==> src/rtl/liveness_monitor.sv <==
// Liveness monitor: per-channel IDLE/WAIT/FAIL deadline tracking with sticky violation reporting.
// Define LIVENESS_WORST_WAIT_EN to track the worst satisfied request-response latency on worst_wait.
module liveness_monitor #(
    parameter int                NUM_CH     = 4,
    parameter int                MAX_WAIT   = 50,
    parameter int                CNT_W      = 6,
    parameter logic [NUM_CH-1:0] RECUR_MASK = '0
) (
    input  logic                      clock,
    input  logic                      reset,
    input  logic [NUM_CH-1:0]         req,
    input  logic [NUM_CH-1:0]         grant,
    input  logic                      clear,
    output logic [NUM_CH-1:0]         pending,
    output logic [NUM_CH-1:0]         violation,
    output logic                      violation_pulse,
    output logic [$clog2(NUM_CH)-1:0] first_ch,
    output logic                      any_violation,
    output logic [CNT_W-1:0]          worst_wait
);

    localparam int             CH_W  = $clog2(NUM_CH);
    localparam logic [CNT_W-1:0] MAX_E = CNT_W'(MAX_WAIT);
    localparam logic [CNT_W-1:0] ONE_E = CNT_W'(1);

    typedef enum logic [1:0] {IDLE, WAIT, FAIL} ch_state_t;

    logic [NUM_CH-1:0] miss;
    logic [CH_W-1:0]   miss_idx;

`ifdef LIVENESS_WORST_WAIT_EN
    logic [CNT_W-1:0] sat_e [NUM_CH];
    logic [CNT_W-1:0] sat_max;
`endif

    for (genvar i = 0; i < NUM_CH; i++) begin : g_ch
        localparam bit RECUR = RECUR_MASK[i];

        ch_state_t        state;
        logic [CNT_W-1:0] e;
        logic             pend_q;
        logic             viol_q;

        assign miss[i]      = (state == WAIT) && !grant[i] && (e == MAX_E);
        assign pending[i]   = pend_q;
        assign violation[i] = viol_q;

`ifdef LIVENESS_WORST_WAIT_EN
        assign sat_e[i] = (!RECUR && state == WAIT && grant[i]) ? e : '0;
`endif

        // NOTE: sequential state uses non-blocking assignments so every channel samples pre-edge values.
        always_ff @(posedge clock or posedge reset) begin
            if (reset) begin
                state  <= IDLE;
                e      <= '0;
                pend_q <= 1'b0;
                viol_q <= 1'b0;
            end else if (miss[i]) begin
                // A deadline miss beats a simultaneous clear; the counter is frozen at MAX_WAIT.
                state  <= FAIL;
                pend_q <= 1'b0;
                viol_q <= 1'b1;
            end else if (clear) begin
                viol_q <= 1'b0;
                if (RECUR) begin
                    state  <= WAIT;
                    e      <= ONE_E;
                    pend_q <= 1'b1;
                end else begin
                    state  <= IDLE;
                    e      <= '0;
                    pend_q <= 1'b0;
                end
            end else begin
                case (state)
                    IDLE: begin
                        if (RECUR || req[i]) begin
                            state  <= WAIT;
                            e      <= ONE_E;
                            pend_q <= 1'b1;
                        end
                    end
                    WAIT: begin
                        if (grant[i]) begin
                            if (!RECUR && !req[i]) begin
                                state  <= IDLE;
                                e      <= '0;
                                pend_q <= 1'b0;
                            end else begin
                                e <= ONE_E;
                            end
                        end else begin
                            e <= e + ONE_E;
                        end
                    end
                    default: ;
                endcase
            end
        end
    end

    // Lowest failing index wins when several channels miss in the same cycle.
    always_comb begin
        miss_idx = '0;
        for (int i = NUM_CH - 1; i >= 0; i--) begin
            if (miss[i]) miss_idx = CH_W'(i);
        end
    end

    always_ff @(posedge clock or posedge reset) begin
        if (reset) begin
            violation_pulse <= 1'b0;
            first_ch        <= '0;
            any_violation   <= 1'b0;
        end else begin
            violation_pulse <= |miss;
            if (clear) begin
                any_violation <= |miss;
                first_ch      <= miss_idx;
            end else if (!any_violation && |miss) begin
                any_violation <= 1'b1;
                first_ch      <= miss_idx;
            end
        end
    end

`ifdef LIVENESS_WORST_WAIT_EN
    always_comb begin
        sat_max = '0;
        for (int i = 0; i < NUM_CH; i++) begin
            if (sat_e[i] > sat_max) sat_max = sat_e[i];
        end
    end

    always_ff @(posedge clock or posedge reset) begin
        if (reset) begin
            worst_wait <= '0;
        end else if (clear) begin
            worst_wait <= '0;
        end else if (sat_max > worst_wait) begin
            worst_wait <= sat_max;
        end
    end
`else
    assign worst_wait = '0;
`endif

endmodule

==> config.mk <==
export PLATFORM = sky130hd
export DESIGN_NAME = liveness_monitor
export DESIGN_NICKNAME = d
export VERILOG_FILES = /design/src/rtl/liveness_monitor.sv
export SDC_FILE = /design/constraint.sdc
export NUM_CORES = 1
export LEC_CHECK = 0
export ABC_AREA = 0
export BUFFER_PORTS_ARGS = -buffer_cell sky130_fd_sc_hd__buf_2
export CAP_MARGIN = 15
export CORE_MARGIN = 2
export CORE_UTILIZATION = 25
export CTS_CLUSTER_SIZE = 14
export DETAILED_ROUTE_END_ITERATION = 6
export PLACE_DENSITY = 0.52
export SETUP_SLACK_MARGIN = 0.2
export SLEW_MARGIN = 5
export SYNTH_ARGS = -nofsm -noshare
export SYNTH_HDL_FRONTEND = slang
export SYNTH_SLANG_ARGS = --single-unit
==> constraint.sdc <==
create_clock -name clock -period 1.7 [get_ports clock]
set_input_delay 0.34 -clock clock [delete_from_list [all_inputs] [get_ports clock]]
set_output_delay 0.34 -clock clock [all_outputs]
set_load 0.1 [all_outputs]
==> results of run 1 <==
## cells in the mapped netlist (all sizes together) (2+ instances only)
cell type / number / area share
a21o: 4 / 0.013
a21oi: 9 / 0.019
a22o: 2 / 0.0074
a31oi: 5 / 0.013
and2: 2 / 0.0064
and3: 3 / 0.0079
and4: 2 / 0.0074
buf: 20 / 0.060
clkbuf: 4 / 0.0064
dfrtp: 40 / 0.42
ha: 8 / 0.042
inv: 15 / 0.024
mux2i: 2 / 0.0085
nand2: 11 / 0.017
nand2b: 3 / 0.0079
nand3: 12 / 0.025
nand4: 5 / 0.013
nand4b: 2 / 0.0074
nor2: 11 / 0.017
nor2b: 4 / 0.011
nor3: 6 / 0.013
nor3b: 6 / 0.021
o211ai: 2 / 0.0064
o21a: 2 / 0.0064
o21ai: 20 / 0.042
o21ba: 3 / 0.013
o31ai: 15 / 0.048
o32ai: 3 / 0.019
o41ai: 4 / 0.015
or3: 2 / 0.0053
or4b: 4 / 0.017
xor2: 2 / 0.0074
## worst paths after layout
kind | to | depth (start not counted) | from | slack, ns
setup / recovery | first_ch[1]$_DFFE_PP0P_ | 4 | g_ch[0].state[1]$_DFFE_PP0P_ | 0.09
hold / removal | g_ch[3].state[0]$_DFFE_PP0P_ | 3 | reset | 0.17
setup reg to reg | first_ch[1]$_DFFE_PP0P_ | 4 | g_ch[0].state[1]$_DFFE_PP0P_ | 0.09
hold reg to reg | g_ch[3].viol_q$_DFFE_PP0P_ | 1 | g_ch[3].viol_q$_DFFE_PP0P_ | 0.48
max in group asynchronous | g_ch[1].state[0]$_DFFE_PP0P_ | 3 | reset | 1.11
min in group clock | g_ch[0].e[0]$_DFFE_PP0P_ | 2 | req[0] | 0.31
## power by group
part | leakage (nW) | total (mW) | switching (mW) | internal, mW
Combinational | 0.893 | 0.379 | 0.253 | 0.126
Sequential | 0.543 | 0.985 | 0.0151 | 0.970
Clock | 0.0503 | 0.699 | 0.337 | 0.362
## cell type report
cell class / count / area [sq um]
Sequential cell: 40 / 1000
Tap cell: 111 / 139
Timing Repair Buffer: 61 / 433
Multi-Input combinational cell: 172 / 1510
Inverter: 15 / 56.3
Fill cell: 936 / 5960
Clock buffer: 7 / 96.3
## metal layers
metal  GRT usage  share of wire  vias up
met5           0              0        -
met4      0.0333         0.0082        0
met3      0.0262          0.033        4
met2       0.188           0.48       29
met1       0.154           0.47      981
li1            -              -      991
## what timing repair did
| item | CTS | global route |
|---|---|---|
| resized for setup | 23 | 55 |
| cloned | 1 | 0 |
| endpoints found under the setup margin | 28 | 36 |
| pin swaps | 9 | 11 |
| buffers inserted | 7 | 8 |
## logic make-up (layout without fill, tap and decap cells)
group           after synthesis  count (layout)  synth area share
compound gates               77              77             0.232
other cells                   1               6           0.00159
simple gates                 76              76             0.190
fa+ha+maj                     8               8            0.0424
buf+inv                      39              83            0.0900
xor+xnor                      2               2           0.00741
flops                        40              40             0.424
mux                           3               3            0.0132
## critical path, stage by stage, from the launching register on
cell and delay, ns:
sky130_fd_sc_hd__dfrtp_1 0.39, sky130_fd_sc_hd__or3b_4 0.41, sky130_fd_sc_hd__or3_4 0.44, sky130_fd_sc_hd__a21oi_2 0.17, sky130_fd_sc_hd__o32ai_2 0.08
## cells in the final DEF, fill, tap and decap left out, types with 4 or more instances in the layout
cell | synthesis | final
sky130_fd_sc_hd__o31ai_4 | 0 | 5
sky130_fd_sc_hd__nor2_1 | 11 | 8
sky130_fd_sc_hd__buf_6 | 1 | 4
sky130_fd_sc_hd__buf_4 | 14 | 39
sky130_fd_sc_hd__o31ai_1 | 15 | 8
sky130_fd_sc_hd__dfrtp_1 | 40 | 38
sky130_fd_sc_hd__nand2_1 | 11 | 10
sky130_fd_sc_hd__buf_2 | 5 | 16
sky130_fd_sc_hd__a21o_1 | 4 | 4
sky130_fd_sc_hd__a21oi_1 | 9 | 5
sky130_fd_sc_hd__ha_1 | 8 | 6
sky130_fd_sc_hd__o21ai_0 | 20 | 16
sky130_fd_sc_hd__nand3_1 | 12 | 11
sky130_fd_sc_hd__or4b_4 | 0 | 4
sky130_fd_sc_hd__clkbuf_8 | 0 | 7
sky130_fd_sc_hd__o41ai_2 | 0 | 4
sky130_fd_sc_hd__a31oi_1 | 5 | 4
sky130_fd_sc_hd__conb_1 | 1 | 6
sky130_fd_sc_hd__nand4_1 | 5 | 5
sky130_fd_sc_hd__inv_1 | 15 | 13
## registers in the layout (all words and copies together), names as in the netlist
register / cells
g_ch.e: 24
g_ch.state: 8
g_ch.viol_q: 4
first_ch: 2
any_violation: 1
violation_pulse: 1
## through the flow
step | instances | setup TNS [ns]
finish | 406 | 0
global route | 406 | -0.0705
CTS | 398 | 0
detailed placement | 383 | -0.0205
global placement | 383 | 0
floorplan | 251 | 0
==> PnR_summary.wiki, run 1 <==
{| class="wikitable"
! Metric !! Value
|-
| Ratio of total power to cell area || 637 mW/mm^2
|-
| Flip-flop cell with the highest count after synthesis || sky130_fd_sc_hd__dfrtp_1
|-
| Number of design-rule violations left by the first detailed-router iteration || 49
|-
| Post-layout util || 0.352
|-
| Actual slew at the worst max-slew pin || 0.538 ns
|-
| Status || finished, final reports clean
|-
| Clock Skew || 0.00957 ns
|-
| Weighted congestion reported at the end of routability-driven placement || 0.767
|-
| Leakage || 1.49 nW
|-
| Post-route clock period utilization || 0.945
|-
| Unrepaired setup endpoints after global routing || true
|-
| Post-DP Area || 0.00268 sq mm
|-
| Worst-case vdd ir drop || 278 uV
|-
| Slew Limit Headroom || 0.641
|-
| Hold-fix buffer count after cts || 0
|-
| Number of vias after detailed routing || 2005
|-
| Standard cell core area || 0.00920 sq mm
|-
| Critical Path Fanout Max || 7
|-
| Routed Wire Length || 5820 um
|-
| Library cells used by synthesis || 50
|-
| Worst Setup Slack post-DPL || -0.0156 ns
|-
| Remaining number of nets flagged by the antenna check after routing || 0
|-
| Initial core utilization || 0.257
|-
| Crit path required time || 1.87 ns
|-
| GRT Overall Usage || 0.115
|-
| Number of ports placed on the die boundary || 29
|-
| Cells after synthesis || 246
|-
| Post-Syn Area || 0.00236 sq mm
|-
| Number of synthesized flops with an enable pin || 0
|-
| Synth async-reset ratio || 1.00
|-
| Width of the die || 101 um
|-
| Endpoints failing setup || 0
|-
| Clock network latency to the later pin of the worst-skew pair || 0.29 ns
|-
| Maximum number of pins on one net before global-route repair || 41
|-
| Maximum level of the CTS H-tree || 2
|-
| Clock transition at the registers of the reported paths || 0.09 ns
|-
| Pre-antenna DRT Iters || 4
|-
| Layout cells sized above 1 || 0.434
|-
| Die Height || 101 um
|-
| Cell at the root of the clock tree || sky130_fd_sc_hd__clkbuf_8
|-
| Maximum clock frequency || 622 MHz
|-
| Number of diodes added for antenna fixing || 0
|-
| Worst setup EP type || flip-flop
|-
| Maximum number of buffers from clock root to sink || 2
|-
| Total of flip-flops plus latches after synthesis || 40
|-
| Number of buffers inserted during clock tree synthesis || 5
|-
| Number of synthesis warnings || 0
|-
| Max Cap Violations || 0
|-
| Final critical-path setup slack || 0.0931 ns
|-
| Number of cell rows || 35
|-
| Final worst path period need || 1.61 ns
|-
| Worst hold margin || 0.173 ns
|-
| Final Hold Fails || 0
|-
| Critical Path AT || 1.78 ns
|-
| Fraction of the yosys area taken by sequential cells || 0.424
|-
| Synthesis-to-layout area growth || 37.1%
|-
| Final number of max-transition violations || 0
|-
| Global route overflow || 0
|-
| Type of the worst setup path || reg -> reg
|-
| Wire length of the first global-routing pass || 9520 um
|-
| Total power || 2.06 mW
|-
| Port bufs || 22
|-
| Cell area after layout || 0.00324 sq mm
|-
| Routed vias/inst || 4.94
|-
| Layout Nets || 314
|-
| Overall die area || 0.0102 sq mm
|-
| Number of antenna violations at the first check in global routing || 0
|-
| Number of global-route vias before repair || 1978
|-
| Post-detailed-route DRC marker count || 0
|-
| Number of sinks handled by clock tree synthesis || 40
|-
| Hold crit path type || in -> async
|-
| Half-perimeter wire length after placement || 3790 um
|-
| Synthesized area divided by synthesized cell count || 9.61 sq um
|-
| Startpoint class of the critical path || flip-flop
|-
| Clock tree from TritonCTS || yes
|-
| WL per Instance || 14.3 um
|}
Note: power is estimated with default switching activity, not from simulation.
==> inputs of run 2 (changes only) <==
Settings changed: RECOVER_POWER from default to 25.
==> run 2 against run 1 <==
Wire length unchanged. Global-route usage unchanged. Utilization about the same. Power about the same. Count of clock-buffer cells in the layout unchanged. Sequential cell count unchanged. Sequential power about the same. Clock power about the same. Final cell count unchanged. First-iteration DRC count unchanged. Setup slack unchanged. Combinational power about the same.
==> PnR_summary.wiki, run 2 (synthesized netlist as in run 1, its figures left out) <==
{| class="wikitable"
! Metric !! Value
|-
| Number of diodes added for antenna fixing || 0 (unchanged)
|-
| Routed Wire Length || 5820 um (unchanged)
|-
| Maximum level of the CTS H-tree || 2 (unchanged)
|-
| Post-layout util || 0.352 (about the same)
|-
| Worst-case vdd ir drop || 278 uV (about the same)
|-
| Cell at the root of the clock tree || sky130_fd_sc_hd__clkbuf_8
|-
| Critical Path AT || 1.78 ns (about the same)
|-
| Hold-fix buffer count after cts || 0 (unchanged)
|-
| Weighted congestion reported at the end of routability-driven placement || 0.767 (unchanged)
|-
| Crit path required time || 1.87 ns (about the same)
|-
| Unrepaired setup endpoints after global routing || true
|-
| Status || finished, final reports clean
|-
| Layout Nets || 314 (unchanged)
|-
| Filler cells || 936 (unchanged)
|-
| Placed Cells || 383 (unchanged)
|-
| Pre-antenna DRT Iters || 4 (unchanged)
|-
| Number of design-rule violations left by the first detailed-router iteration || 49 (unchanged)
|-
| Sw power || 0.606 mW (about the same)
|-
| Post-layout instance count excluding filler cells || 406 (unchanged)
|-
| Setup slack of the worst register-to-register path || 0.09 ns (about the same)
|-
| Clock network latency to the later pin of the worst-skew pair || 0.29 ns (about the same)
|-
| Leakage || 1.49 nW (about the same)
|-
| Final worst path period need || 1.61 ns (unchanged)
|-
| Final number of max-transition violations || 0 (unchanged)
|-
| Layout cells sized above 1 || 0.434 (unchanged)
|-
| Largest registers || g_ch.e (24), g_ch.state (8), g_ch.viol_q (4)
|-
| Global route overflow || 0 (unchanged)
|-
| Critical Path Fanout Max || 7 (unchanged)
|-
| Number of buffers and inverters on the critical path || 0 (unchanged)
|-
| Overall die area || 0.0102 sq mm (unchanged)
|-
| Maximum number of pins on one net before global-route repair || 41 (unchanged)
|-
| Startpoint class of the critical path || flip-flop
|-
| Number of global-route vias before repair || 1978 (unchanged)
|-
| Clock tree from TritonCTS || yes
|-
| Switching part of the total || 0.294 (about the same)
|-
| Cell Chain, Critical Path || or3b_4 -> or3_4 -> a21oi_2 -> o32ai_2
|-
| Standard cell core area || 0.00920 sq mm (unchanged)
|-
| Port bufs || 22 (unchanged)
|-
| Maximum number of buffers from clock root to sink || 2 (unchanged)
|-
| Number of sinks handled by clock tree synthesis || 40 (unchanged)
|-
| Number of vias after detailed routing || 2005 (unchanged)
|-
| WL per Instance || 14.3 um (unchanged)
|-
| Largest reg by FF count || g_ch.e
|-
| Final Hold Fails || 0 (unchanged)
|-
| Actual slew at the worst max-slew pin || 1.04 ns (+0.506 ns)
|-
| Number of antenna violations at the first check in global routing || 0 (unchanged)
|-
| Clock transition at the registers of the reported paths || 0.09 ns (about the same)
|-
| Endpoints failing setup || 0 (unchanged)
|-
| Clock Skew || 0.00957 ns (unchanged)
|-
| Cell-internal power || 1.46 mW (about the same)
|-
| Width of the die || 101 um (unchanged)
|-
| Post-route clock period utilization || 0.945 (unchanged)
|-
| Maximum clock frequency || 622 MHz (unchanged)
|-
| Wire length of the first global-routing pass || 9520 um (unchanged)
|-
| Max Cap Violations || 0 (unchanged)
|-
| Hold crit path type || in -> reg
|-
| Slew Limit Headroom || 0.304 (-0.338)
|-
| Synthesis-to-layout area growth || 37.0% (about the same)
|-
| Largest stage delay on the critical path || 0.44 ns (about the same)
|-
| Register area || 0.00100 sq mm (unchanged)
|-
| Cell family with the largest share of critical-path delay || simple AND/OR/NAND/NOR gates
|-
| Number of ports placed on the die boundary || 29 (unchanged)
|-
| GRT Overall Usage || 0.115 (unchanged)
|-
| Multi-input combinational cell area || 0.00151 sq mm (unchanged)
|-
| Portion of total power attributed to sequential cells || 0.478 (about the same)
|-
| Initial core utilization || 0.257 (unchanged)
|-
| Number of cell rows || 35 (unchanged)
|-
| Routed vias/inst || 4.94 (unchanged)
|-
| Half-perimeter wire length after placement || 3790 um (unchanged)
|-
| Max reg flops || 24 (unchanged)
|-
| Ratio of total power to cell area || 637 mW/mm^2 (about the same)
|-
| Post-detailed-route DRC marker count || 0 (unchanged)
|-
| Clock Power Share || 0.339 (about the same)
|-
| Worst hold margin || 0.306 ns (+0.133 ns)
|-
| Critical Path Slowest Stage Cell || sky130_fd_sc_hd__or3_4
|-
| Die Height || 101 um (unchanged)
|-
| Worst setup EP type || flip-flop
|-
| Type of the worst setup path || reg -> reg
|-
| Share of total power in combinational logic || 0.183 (about the same)
|-
| Remaining number of nets flagged by the antenna check after routing || 0 (unchanged)
|-
| Number of buffers inserted during clock tree synthesis || 5 (unchanged)
|-
| Commonest cells after routing, fill and taps aside || sky130_fd_sc_hd__dfrtp_1, sky130_fd_sc_hd__buf_4, sky130_fd_sc_hd__o21ai_0, sky130_fd_sc_hd__buf_2, sky130_fd_sc_hd__inv_1
|}
[run 2: final timing paths]
kind                                                endpoint                         start  depth (start not counted)
worst max register to register       first_ch[1]$_DFFE_PP0P_  g_ch[0].state[1]$_DFFE_PP0P_                          4
max in group asynchronous       g_ch[1].state[0]$_DFFE_PP0P_                         reset                          3
min in group asynchronous       g_ch[3].state[0]$_DFFE_PP0P_                         reset                          3
worst max-delay path                 first_ch[1]$_DFFE_PP0P_  g_ch[0].state[1]$_DFFE_PP0P_                          4
worst min register to register    g_ch[3].viol_q$_DFFE_PP0P_    g_ch[3].viol_q$_DFFE_PP0P_                          1
worst min-delay path                g_ch[0].e[0]$_DFFE_PP0P_                        req[0]                          2
[run 2: per-layer routing]
layer	up-vias	GRT usage	routed length, um
met5	-	0	0
met2	29	0.188	2820
met4	0	0.0333	48
met1	981	0.154	2760
met3	4	0.0262	191
li1	991	-	-
[run 2: stage by stage]
step	setup WS, ns	power (mW)	TNS, ns	instance area (sq um)
after CTS	0.0760	2.05	0	2910
after detailed placement	-0.0156	1.31	-0.0205	2680
final	0.0931	2.06	0	3240
after floorplan	0.0884	1.25	0	2430
after global routing	-0.0550	2.16	-0.0705	3240
after global placement	0.0225	1.31	0	2680
[run 2: repair_timing]
| item | 4_1_cts | 5_1_grt |
|---|---|---|
| buffers inserted | 7 | 8 |
| pin swaps | 9 | 11 |
| setup endpoints to repair | 28 | 36 |
| resized for setup | 23 | 55 |
| cloned | 1 | 0 |
[run 2: power groups by stage]
stage	sequential (mW)	clock (mW)	combinational (mW)
floorplan	1.01	0	0.243
global placement	1.01	0	0.308
detailed placement	1.01	0	0.309
CTS	0.985	0.729	0.339
global route	0.988	0.765	0.409
finish	0.985	0.699	0.378
[run 2: cell type report]
| class | instances | area share |
|---|---|---|
| Clock buffer | 7 | 0.0298 |
| Inverter | 15 | 0.0174 |
| Tap cell | 111 | 0.0429 |
| Multi-Input combinational cell | 172 | 0.467 |
| Sequential cell | 40 | 0.310 |
| Timing Repair Buffer | 61 | 0.133 |
==> inputs of run 3 (changes only) <==
Settings changed: CORE_UTILIZATION 25 to 48, PLACE_DENSITY 0.52 to 0.71.
==> run 3 against run 2 <==
Power shrank 0.15%. Clock power shrank 3%. Non-clock buffer count grew 1. Wire length grew 4.7%. Register-to-register slack lost 0.02 ns. Cell area shrank 1.9%. Final cell count shrank 10%. Setup slack lost 0.021 ns. Clock skew shrank 0.0047 ns. Sequential share of layout area grew 0.68 points.
==> PnR_summary.wiki, run 3 (synthesized netlist as in run 1, its figures left out) <==
{| class="wikitable"
! Metric !! Value
|-
| Standard cell core area || 0.00472 sq mm (-49%)
|-
| Maximum clock frequency || 614 MHz (-1.3%)
|-
| Pre-antenna DRT Iters || 4 (unchanged)
|-
| Number of design-rule violations left by the first detailed-router iteration || 100 (+100%)
|-
| Wire length of the first global-routing pass || 9330 um (-2.0%)
|-
| Cell at the root of the clock tree || sky130_fd_sc_hd__clkbuf_8
|-
| Crit path launch || g_ch[0].e[0]$_DFFE_PP0P_
|-
| Post-layout util || 0.673 (+0.320)
|-
| Number of vias after detailed routing || 2121 (+5.8%)
|-
| Commonest cells after routing, fill and taps aside || sky130_fd_sc_hd__dfrtp_1, sky130_fd_sc_hd__buf_4, sky130_fd_sc_hd__buf_2
|-
| Hold crit path type || in -> async
|-
| GRT Overall Usage || 0.221 (+0.106)
|-
| Die Height || 74.2 um (-27%)
|-
| Final worst path period need || 1.63 ns (+0.0209 ns)
|-
| Largest reg by FF count || g_ch.e
|-
| Unrepaired setup endpoints after global routing || true
|-
| Endpoints failing setup || 0 (unchanged)
|-
| Status || finished, final reports clean
|-
| Clock Skew || 0.00491 ns (-0.00466 ns)
|-
| Weighted congestion reported at the end of routability-driven placement || 0.798 (+4.0%)
|-
| Worst reg2reg path endpoint || first_ch[1]$_DFFE_PP0P_
|-
| Post-route clock period utilization || 0.958 (+0.0123)
|-
| Source of the worst register-to-register timing path || g_ch[0].e[0]$_DFFE_PP0P_
|-
| Actual slew at the worst max-slew pin || 0.851 ns (-0.194 ns)
|-
| Clock transition at the registers of the reported paths || 0.08 ns (about the same)
|-
| Port bufs || 22 (unchanged)
|-
| Number of antenna violations at the first check in global routing || 0 (unchanged)
|-
| Final Hold Fails || 0 (unchanged)
|-
| Leakage || 1.48 nW (-0.58%)
|-
| Largest registers || g_ch.e (24), g_ch.state (8), g_ch.viol_q (4)
|-
| Post-detailed-route DRC marker count || 0 (unchanged)
|-
| Most common library cell in the layout ignoring fill and taps || sky130_fd_sc_hd__dfrtp_1
|-
| Clock tree from TritonCTS || yes
|-
| Final number of max-transition violations || 0 (unchanged)
|-
| Number of global-route vias before repair || 2010 (+1.6%)
|-
| Routed Wire Length || 6100 um (+4.7%)
|-
| Number of diodes added for antenna fixing || 0 (unchanged)
|-
| Worst hold margin || 0.212 ns (-0.0937 ns)
|-
| Max reg flops || 24 (unchanged)
|-
| Routed vias/inst || 5.81 (+18%)
|-
| Startpoint class of the critical path || flip-flop
|-
| Initial core utilization || 0.500 (+0.243)
|-
| Number of ports placed on the die boundary || 29 (unchanged)
|-
| Layout Nets || 316 (+0.64%)
|-
| Half-perimeter wire length after placement || 3560 um (-6.1%)
|-
| Maximum number of buffers from clock root to sink || 2 (unchanged)
|-
| Overall die area || 0.00550 sq mm (-46%)
|-
| WL per Instance || 16.7 um (+16%)
|-
| Critical Path AT || 1.80 ns (+0.02 ns)
|-
| Worst-case vdd ir drop || 384 uV (+38%)
|-
| Post-DP Area || 0.00260 sq mm (-2.7%)
|-
| Clock network latency to the later pin of the worst-skew pair || 0.30 ns (about the same)
|-
| Synthesis-to-layout area growth || 34.4%
|-
| Number of sinks handled by clock tree synthesis || 40 (unchanged)
|-
| Setup slack of the worst register-to-register path || 0.07 ns (-0.02 ns)
|-
| Maximum level of the CTS H-tree || 2 (unchanged)
|-
| Remaining number of nets flagged by the antenna check after routing || 0 (unchanged)
|-
| Layout cells sized above 1 || 0.446 (+0.0124)
|-
| Worst-case reg-to-reg path depth || 6 (+2)
|-
| Max Cap Violations || 0 (unchanged)
|-
| Maximum number of pins on one net before global-route repair || 26 (-37%)
|-
| Cell area after layout || 0.00318 sq mm (-1.9%)
|-
| Worst setup EP type || flip-flop
|-
| Global route overflow || 0 (unchanged)
|-
| Type of the worst setup path || reg -> reg
|-
| Slew Limit Headroom || 0.433 (+0.129)
|-
| Setup TNS || 0 ns (unchanged)
|-
| Number of buffers inserted during clock tree synthesis || 5 (unchanged)
|-
| Number of cell rows || 25 (-29%)
|-
| Crit path required time || 1.88 ns (about the same)
|-
| Width of the die || 74.2 um (-27%)
|-
| Critical Path Fanout Max || 7 (unchanged)
|-
| Ratio of total power to cell area || 648 mW/mm^2 (+1.8%)
|}
## run 3: cell types whose count changed in the layout (fill, tap and decap cells not counted), moves of 2 or more
| cell | change |
|---|---|
| sky130_fd_sc_hd__buf_4 | -5 |
| sky130_fd_sc_hd__buf_6 | +4 |
| sky130_fd_sc_hd__clkinv_2 | +2 |
| sky130_fd_sc_hd__dfrtp_1 | -2 |
| sky130_fd_sc_hd__dfrtp_2 | +2 |
| sky130_fd_sc_hd__nor3_4 | -2 |
| sky130_fd_sc_hd__o21ai_0 | -7 |
| sky130_fd_sc_hd__o21ai_1 | +4 |
| sky130_fd_sc_hd__o21ai_2 | +2 |
| sky130_fd_sc_hd__o31ai_2 | +2 |
| sky130_fd_sc_hd__o31ai_4 | -2 |
## run 3: layout make-up
class,instances,area [sq um]
fill,355,1550
multi-input combinational,173,1480
sequential,40,1010
timing repair buffer,62,459
tap,67,83.8
clock buffer,6,82.6
inverter,15,58.8
clock inverter,2,10.0
## run 3: worst max-delay path by stage
stage | depth (start not counted) | to | slack, ns
detailed placement | 5 | first_ch[1]$_DFFE_PP0P_ | 0.002
finish | 6 | first_ch[1]$_DFFE_PP0P_ | 0.07
CTS | 4 | first_ch[1]$_DFFE_PP0P_ | 0.11
global route | 6 | first_ch[1]$_DFFE_PP0P_ | -0.01
floorplan | 7 | first_ch[1]$_DFFE_PP0P_ | 0.09
global placement | 5 | first_ch[1]$_DFFE_PP0P_ | 0.02
## run 3: power breakdown
part / leakage (nW) / internal, mW / switching, mW
logic: 0.886 / 0.132 / 0.259
clock network: 0.0510 / 0.325 / 0.357
registers: 0.540 / 0.970 / 0.0179
total: 1.48 / 1.43 / 0.633
## run 3: layer usage
layer | track usage | wire length [um] | vias up
li1 | - | - | 996
met1 | 0.281 | 2520 | 1053
met2 | 0.371 | 3190 | 58
met3 | 0.0474 | 246 | 14
met4 | 0.0848 | 145 | 0
met5 | 0 | 0 | -
## run 3: repair_timing
action,CTS,global route
gates resized for setup,19,69
hold buffers,0,0
gates cloned,1,1
setup buffers,7,13
pin swaps,5,22
setup endpoints to repair,32,33
## run 3: per-stage QoR
stage               cells  power (mW)  setup slack [ns]
floorplan             251        1.25            0.0884
global placement      335        1.31            0.0202
detailed placement    335        1.31           0.00223
CTS                   351        2.01             0.107
global route          365        2.13           -0.0145
finish                365        2.06            0.0722
## run 3: critical path, stage by stage, from the launching register on
cell and delay, ns:
sky130_fd_sc_hd__dfrtp_1 0.40, sky130_fd_sc_hd__inv_2 0.08, sky130_fd_sc_hd__ha_4 0.11, sky130_fd_sc_hd__nand4b_1 0.19, sky130_fd_sc_hd__or3_4 0.49, sky130_fd_sc_hd__a21oi_2 0.15, sky130_fd_sc_hd__o32ai_2 0.09
